<file path="config.mk">
export PLATFORM = sky130hd
export DESIGN_NAME = dual_chan_deserializer
export DESIGN_NICKNAME = d
export VERILOG_FILES = /design/src/rtl/dual_chan_deserializer_pkg.sv /design/src/rtl/dual_chan_deserializer_lane.sv /design/src/rtl/dual_chan_deserializer.sv
export SDC_FILE = /design/constraint.sdc
export NUM_CORES = 1
export LEC_CHECK = 0
export ABC_AREA = 1
export BUFFER_PORTS_ARGS = -buffer_cell sky130_fd_sc_hd__buf_2
export CAP_MARGIN = 25
export CORE_AREA = 4 4 58 60
export CTS_CLUSTER_SIZE = 40
export DETAILED_ROUTE_END_ITERATION = 7
export DIE_AREA = 0 0 62 64
export PLACE_DENSITY = 0.8
export SETUP_SLACK_MARGIN = 0.2
export SLEW_MARGIN = 40
export SYNTH_ARGS = -nofsm -noshare
export SYNTH_HDL_FRONTEND = slang
export SYNTH_SLANG_ARGS = --single-unit
export TNS_END_PERCENT = 100
</file>
<file path="constraint.sdc">
create_clock -name clk -period 2.9 [get_ports clk]
set_clock_uncertainty 0.15 [all_clocks]
set_input_delay 0.435 -clock clk [delete_from_list [all_inputs] [get_ports clk]]
set_output_delay 0.435 -clock clk [all_outputs]
set_load 0.02 [all_outputs]
</file>
<file path="src/rtl/dual_chan_deserializer_pkg.sv">
// -----------------------------------------------------------------------------
// dual_chan_deserializer_pkg
// Shared definitions for the dual-channel deserializer:
//   DEFAULT_WIDTH : default bits per assembled word
//   N_CHAN        : number of deserializer channels
//   lane_state_t  : holding FSM state of one lane (EMPTY, FULL)
//   cnt_width()   : bit counter width needed for a given word width
// -----------------------------------------------------------------------------
package dual_chan_deserializer_pkg;

   localparam int DEFAULT_WIDTH = 8;
   localparam int N_CHAN        = 2;

   typedef enum logic {
      EMPTY = 1'b0,
      FULL  = 1'b1
   } lane_state_t;

   // Counter has to count 0..w-1; a 2-bit word still needs a 1-bit counter.
   function automatic int cnt_width(input int w);
      return (w > 2) ? $clog2(w) : 1;
   endfunction

endpackage

</file>
<file path="src/rtl/dual_chan_deserializer_lane.sv">
// -----------------------------------------------------------------------------
// deser_lane
// One deserializer lane: MSB-first shift register, bit counter and a
// two-state holding register with a valid/ready output handshake.
// Ports:
//   clk        : clock, rising edge
//   rst_n      : synchronous active-low reset
//   bit_valid  : a serial bit for this lane is present this cycle
//   bit_in     : the serial bit
//   out_data   : held word (stable while out_valid=1 and out_ready=0)
//   out_valid  : held word not yet delivered
//   out_ready  : consumer accepts the held word
//   ovf        : one-cycle pulse, a completed word was dropped
// -----------------------------------------------------------------------------
module deser_lane
   import dual_chan_deserializer_pkg::*;
#(
   parameter int WIDTH = DEFAULT_WIDTH
) (
   input  logic             clk,
   input  logic             rst_n,
   input  logic             bit_valid,
   input  logic             bit_in,
   output logic [WIDTH-1:0] out_data,
   output logic             out_valid,
   input  logic             out_ready,
   output logic             ovf
);

   localparam int               CNT_W    = cnt_width(WIDTH);
   localparam logic [CNT_W-1:0] CNT_LAST = CNT_W'(WIDTH - 1);

   logic [WIDTH-1:0] r_shift;
   logic [CNT_W-1:0] r_cnt;
   logic [WIDTH-1:0] r_hold;
   logic             r_ovf;
   lane_state_t      r_state;

   lane_state_t      w_state_next;
   logic             w_complete;
   logic             w_load;
   logic             w_drop;
   logic [WIDTH-1:0] w_word;

   // The word as it will look once the current bit is shifted in; used both
   // for the shift register update and for loading the holding register on
   // the completing bit, so the completed word is visible one cycle later.
   assign w_word     = {r_shift[WIDTH-2:0], bit_in};
   assign w_complete = bit_valid && (r_cnt == CNT_LAST);

   always_ff @(posedge clk) begin
      if (!rst_n) begin
         r_state <= EMPTY;
      end else begin
         r_state <= w_state_next;
      end
   end

   always_comb begin
      w_state_next = r_state;
      w_load       = 1'b0;
      w_drop       = 1'b0;
      case (r_state)
         EMPTY: begin
            // out_ready has no meaning while nothing is held.
            if (w_complete) begin
               w_load       = 1'b1;
               w_state_next = FULL;
            end
         end
         FULL: begin
            if (out_ready) begin
               // Old word leaves this cycle; a word completing in the same
               // cycle replaces it with no bubble on out_valid.
               if (w_complete) begin
                  w_load = 1'b1;
               end else begin
                  w_state_next = EMPTY;
               end
            end else if (w_complete) begin
               // Holding register is occupied and not draining: the new
               // word is lost and the held word is left untouched.
               w_drop = 1'b1;
            end
         end
         default: begin
            w_state_next = EMPTY;
         end
      endcase
   end

   always_ff @(posedge clk) begin
      if (!rst_n) begin
         r_shift <= '0;
         r_cnt   <= '0;
         r_hold  <= '0;
         r_ovf   <= 1'b0;
      end else begin
         if (bit_valid) begin
            r_shift <= w_word;
            r_cnt   <= w_complete ? '0 : r_cnt + 1'b1;
         end
         if (w_load) begin
            r_hold <= w_word;
         end
         r_ovf <= w_drop;
      end
   end

   assign out_data  = r_hold;
   assign out_valid = (r_state == FULL);
   assign ovf       = r_ovf;

endmodule

</file>
<file path="src/rtl/dual_chan_deserializer.sv">
// -----------------------------------------------------------------------------
// dual_chan_deserializer
// Reassembles words from the two outputs of an upstream 1:2 serial demux.
// Each strobed bit goes to the lane picked by in_sel; both lanes run
// independently and deliver words through their own valid/ready handshake.
// Ports:
//   clk, rst_n            : clock (rising edge) and synchronous active-low reset
//   in_valid              : qualifies in_sel/y0/y1 for one cycle
//   in_sel                : 0 = channel 0 (y0), 1 = channel 1 (y1)
//   y0, y1                : demux outputs for channel 0 / channel 1
//   outN_data/valid/ready : assembled word handshake for channel N
//   ovf0, ovf1            : one-cycle pulse, a completed word was dropped
//   sel_err               : one-cycle pulse, the non-selected y input was 1
// -----------------------------------------------------------------------------
module dual_chan_deserializer
   import dual_chan_deserializer_pkg::*;
#(
   parameter int WIDTH = DEFAULT_WIDTH
) (
   input  logic             clk,
   input  logic             rst_n,
   input  logic             in_valid,
   input  logic             in_sel,
   input  logic             y0,
   input  logic             y1,
   output logic [WIDTH-1:0] out0_data,
   output logic             out0_valid,
   input  logic             out0_ready,
   output logic [WIDTH-1:0] out1_data,
   output logic             out1_valid,
   input  logic             out1_ready,
   output logic             ovf0,
   output logic             ovf1,
   output logic             sel_err
);

   logic [N_CHAN-1:0] w_bit_valid;
   logic [N_CHAN-1:0] w_bit_in;
   logic [N_CHAN-1:0] w_ready;
   logic [N_CHAN-1:0] w_valid;
   logic [N_CHAN-1:0] w_ovf;
   logic [WIDTH-1:0]  w_data [N_CHAN];
   logic              r_sel_err;

   assign w_bit_valid = {in_valid & in_sel, in_valid & ~in_sel};
   assign w_bit_in    = {y1, y0};
   assign w_ready     = {out1_ready, out0_ready};

   generate
      for (genvar gi = 0; gi < N_CHAN; gi++) begin : g_lane
         deser_lane #(
            .WIDTH (WIDTH)
         ) u_lane (
            .clk       (clk),
            .rst_n     (rst_n),
            .bit_valid (w_bit_valid[gi]),
            .bit_in    (w_bit_in[gi]),
            .out_data  (w_data[gi]),
            .out_valid (w_valid[gi]),
            .out_ready (w_ready[gi]),
            .ovf       (w_ovf[gi])
         );
      end
   endgenerate

   // A 1 on the idle demux leg means the upstream demux and in_sel disagree.
   // The selected bit is still taken; this only flags the condition.
   always_ff @(posedge clk) begin
      if (!rst_n) begin
         r_sel_err <= 1'b0;
      end else begin
         r_sel_err <= in_valid & (in_sel ? y0 : y1);
      end
   end

   assign out0_data  = w_data[0];
   assign out0_valid = w_valid[0];
   assign out1_data  = w_data[1];
   assign out1_valid = w_valid[1];
   assign ovf0       = w_ovf[0];
   assign ovf1       = w_ovf[1];
   assign sel_err    = r_sel_err;

endmodule

</file>
==> results.toml <==
[run_status]
run_status = "finished clean"

[critical_path]
cp_slowest_stage_delay_ps = 380
crit_chain = "ha_1 -> ha_1 -> nand3_1 -> nor2_2 -> nor2_1 -> nor2_1"
critPathSlowestCell = "ha_1"
rrSetupSlack_ps = 1050
critical_path.reg2reg.endpoint = "g_lane[0].u_lane.out_data[2]"
worst_ep_required_time_ps = 3030
cp-end-kind = "flip-flop"
start_kind = "flip-flop"
critical_path_class = "reg2reg"
startpoint_of_the_most_critical_register_to_register_path = "g_lane[0].u_lane.r_cnt[0]"
data_arrival_time_of_the_critical_path_ps = 1990
worstRegToRegCells = 6
crit_path_max_fanout = 11

[routing]
drt_pass1_iterations = 4
post_route_antenna_net_violation_count = 0
detail_route.vias_per_cell = 4.90
drt_iter0_markers = 60
routed-via-count = 1298
wl_per_cell_um = 10.7
totalWireLength_um = 2840
drc_errors = 0

[worst_hold_path]
hold_path_depth = 3
worstHoldStart = "y1"
terminating_pin_of_the_worst_hold_path = "sel_err"
min_path_type = "in2reg"

[layout]
final_net_count = 243
regArea_um2 = 821
final_layout_size_suffix_gt1_frac = 0.168
non_filler_cell_area_final_um2 = 1800
area_growth_syn_to_layout_pct = 11.4
n_antenna_cell = 0
commonest_cells_after_routing_fill_and_taps_aside = "nor2_1 (41), dfxtp_1 (41), buf_2 (28), inv_1 (23), nand2_1 (21)"
n_fill_cell = 292
multi_input_comb_area_um2 = 653

[timing]
setup-violations-final = 0
rsz0062_at_grt = "no"
final_max_slew_viol_count = 0
final_hold_vios = 0
worst_slew_pin_slew_ps = 717
max-slew-margin-rel = 0.520
totalNegativeSetupSlack_ps = 0
fin_crit_ps = 1850
maxClockFrequency_mhz = 539
min_period_over_period = 0.639

[synth]
synth-compound-area-share = 0.130
yosys.area_share.adder = 0.0311
ys_seq_area_frac = 0.509
synth_nets = 218
yosys_reg_bits = 41
synth_simple_gate_area_frac = 0.244
synthMuxAreaShare = 0
ys_types = 20
synth_top_family_by_area = "simple AND/OR/NAND/NOR gates"
yosys_warnings = 0
synthesis.area_um2 = 1610
synthesis.area_per_instance_um2 = 7.82
synthesis.instances = 206
synth_xor_xnor_area_share = 0

[power_and_ir_drop]
irDropWorstVdd_v = 0.000340
power_switching_share = 0.236
pwr-share-comb = 0.073
power_report.internal_total_uw = 701
p_leak_nw = 0.846
seq_power_share = 0.643
power_per_cell_area_nw_per_um2 = 511
p_switching_uw = 216
power_uw = 918
power_frac_clock = 0.284

[clock_network]
depth_of_the_cts_h_tree = 2
cts_buffer_depth = 2
cts-resized-gates = 0
clock_tree_from_tritoncts = "done"
clock_insertion_delay_worst_skew_ps = 340
cts.sink_count = 41
cts_hold_repair.buffers = 0
postCtsSetupRepairBufs = 0
clk_transition_reported_paths_ps = 100
clockRootBuffer = "clkbuf_4"
cts_inserted_buffers = 5

[global_routing]
grt_start_max_net_pins = 38
via_count_of_the_first_global_routing_pass = 1002
grt_pass1_wl_um = 4770
gr-usage-all-layers = 0.164
grt_antenna_before_repair = 0
grt_remaining_overflow = 0

[floorplan]
fp.dieW_um = 62
die_height_um = 64
die_area_um2 = 3970
core-area_um2 = 2930
start_util = 0.550
pin_count = 29
placement_rows = 20

[placed_design]
number_of_input_and_output_port_buffers_inserted = 28
detailed_place_hpwl_um = 1970
finalWeightedCongestion = 0.778
placed_area_um2 = 1750

[run]
maxCapViolations = 0
cells by family after synthesis:
| group | count (synthesis) |
|---|---|
| fa+ha+maj | 4 |
| simple gates | 86 |
| flops | 41 |
| buf+inv | 34 |
| compound gates | 41 |
cells in the mapped netlist (all sizes together):
library cell	number	area [um2]
inv	23	86.3
clkinv	1	5.00
nand3b	2	15.0
nor2	44	186
dfxtp	41	821
nand3	7	35.0
o21ai	20	100
nand4	8	50.1
ha	4	50.1
clkbuf	5	18.8
nand2	23	96.4
buf	5	27.5
a21oi	20	100
nor3	2	10.0
o211a	1	10.0
final cells by class:
cell class,instances,area share
well taps,33,0.0230
inverters,24,0.0509
repair buffers,28,0.0780
clock buffers,8,0.0272
multi-input cells,131,0.364
flip-flops and latches,41,0.457
worst max-delay path by stage:
stage | from | end | slack [ps]
after floorplan | g_lane[1].u_lane.r_cnt[0] | g_lane[1].u_lane.out_data[0] | 1460
after global placement | g_lane[0].u_lane.r_cnt[0] | g_lane[0].u_lane.out_data[2] | 1090
after detailed placement | g_lane[0].u_lane.r_cnt[0] | g_lane[0].u_lane.out_data[2] | 1040
after CTS | g_lane[0].u_lane.r_cnt[0] | g_lane[0].u_lane.out_data[2] | 1020
after global routing | g_lane[0].u_lane.r_cnt[0] | g_lane[0].u_lane.out_data[5] | 880
final | g_lane[0].u_lane.r_cnt[0] | g_lane[0].u_lane.out_data[2] | 1050
state kept, by name, summed over array words and instances, names as in the netlist:
name and flops:
g_lane.u_lane.r_shift 14, g_lane.u_lane.r_cnt 6, g_lane.u_lane.ovf 2, g_lane.u_lane.out_data 16, sel_err 1, g_lane.u_lane.out_valid 2
metrics by stage:
step | hold WS (ps) | cells | utilization | setup WS [ps]
2_1_floorplan | 280 | 206 | - | 1460
3_3_place_gp | 295 | 257 | 0.597 | 1090
3_5_place_dp | 303 | 257 | 0.597 | 1040
4_1_cts | 212 | 265 | 0.613 | 1020
5_1_grt | 213 | 265 | 0.613 | 880
6_report | 230 | 265 | 0.613 | 1050
power by group through the flow:
stage	Clock [mW]	Combinational, mW	Sequential [mW]
after floorplan	0	0.0513	0.603
after global placement	0	0.0660	0.602
after detailed placement	0	0.0667	0.603
after CTS	0.275	0.0672	0.590
after global routing	0.301	0.0794	0.593
final	0.260	0.0674	0.590
layer usage:
metal	share of wire	wire, um	up-vias	GRT usage
met5	0	0	-	0
met4	0.026	73	0	0.103
met3	0.067	191	7	0.0505
met2	0.39	1110	37	0.194
met1	0.51	1460	540	0.246
li1	-	-	714	-
worst max-delay path, delay by kind of cell, from the launching register on:
kind / cells / cell delay [ps]
flip-flops: 1 / 370
AND/OR/NAND/NOR: 4 / 740
adder cells (fa/ha/maj): 2 / 540
Note: power is estimated with default switching activity, not from simulation.
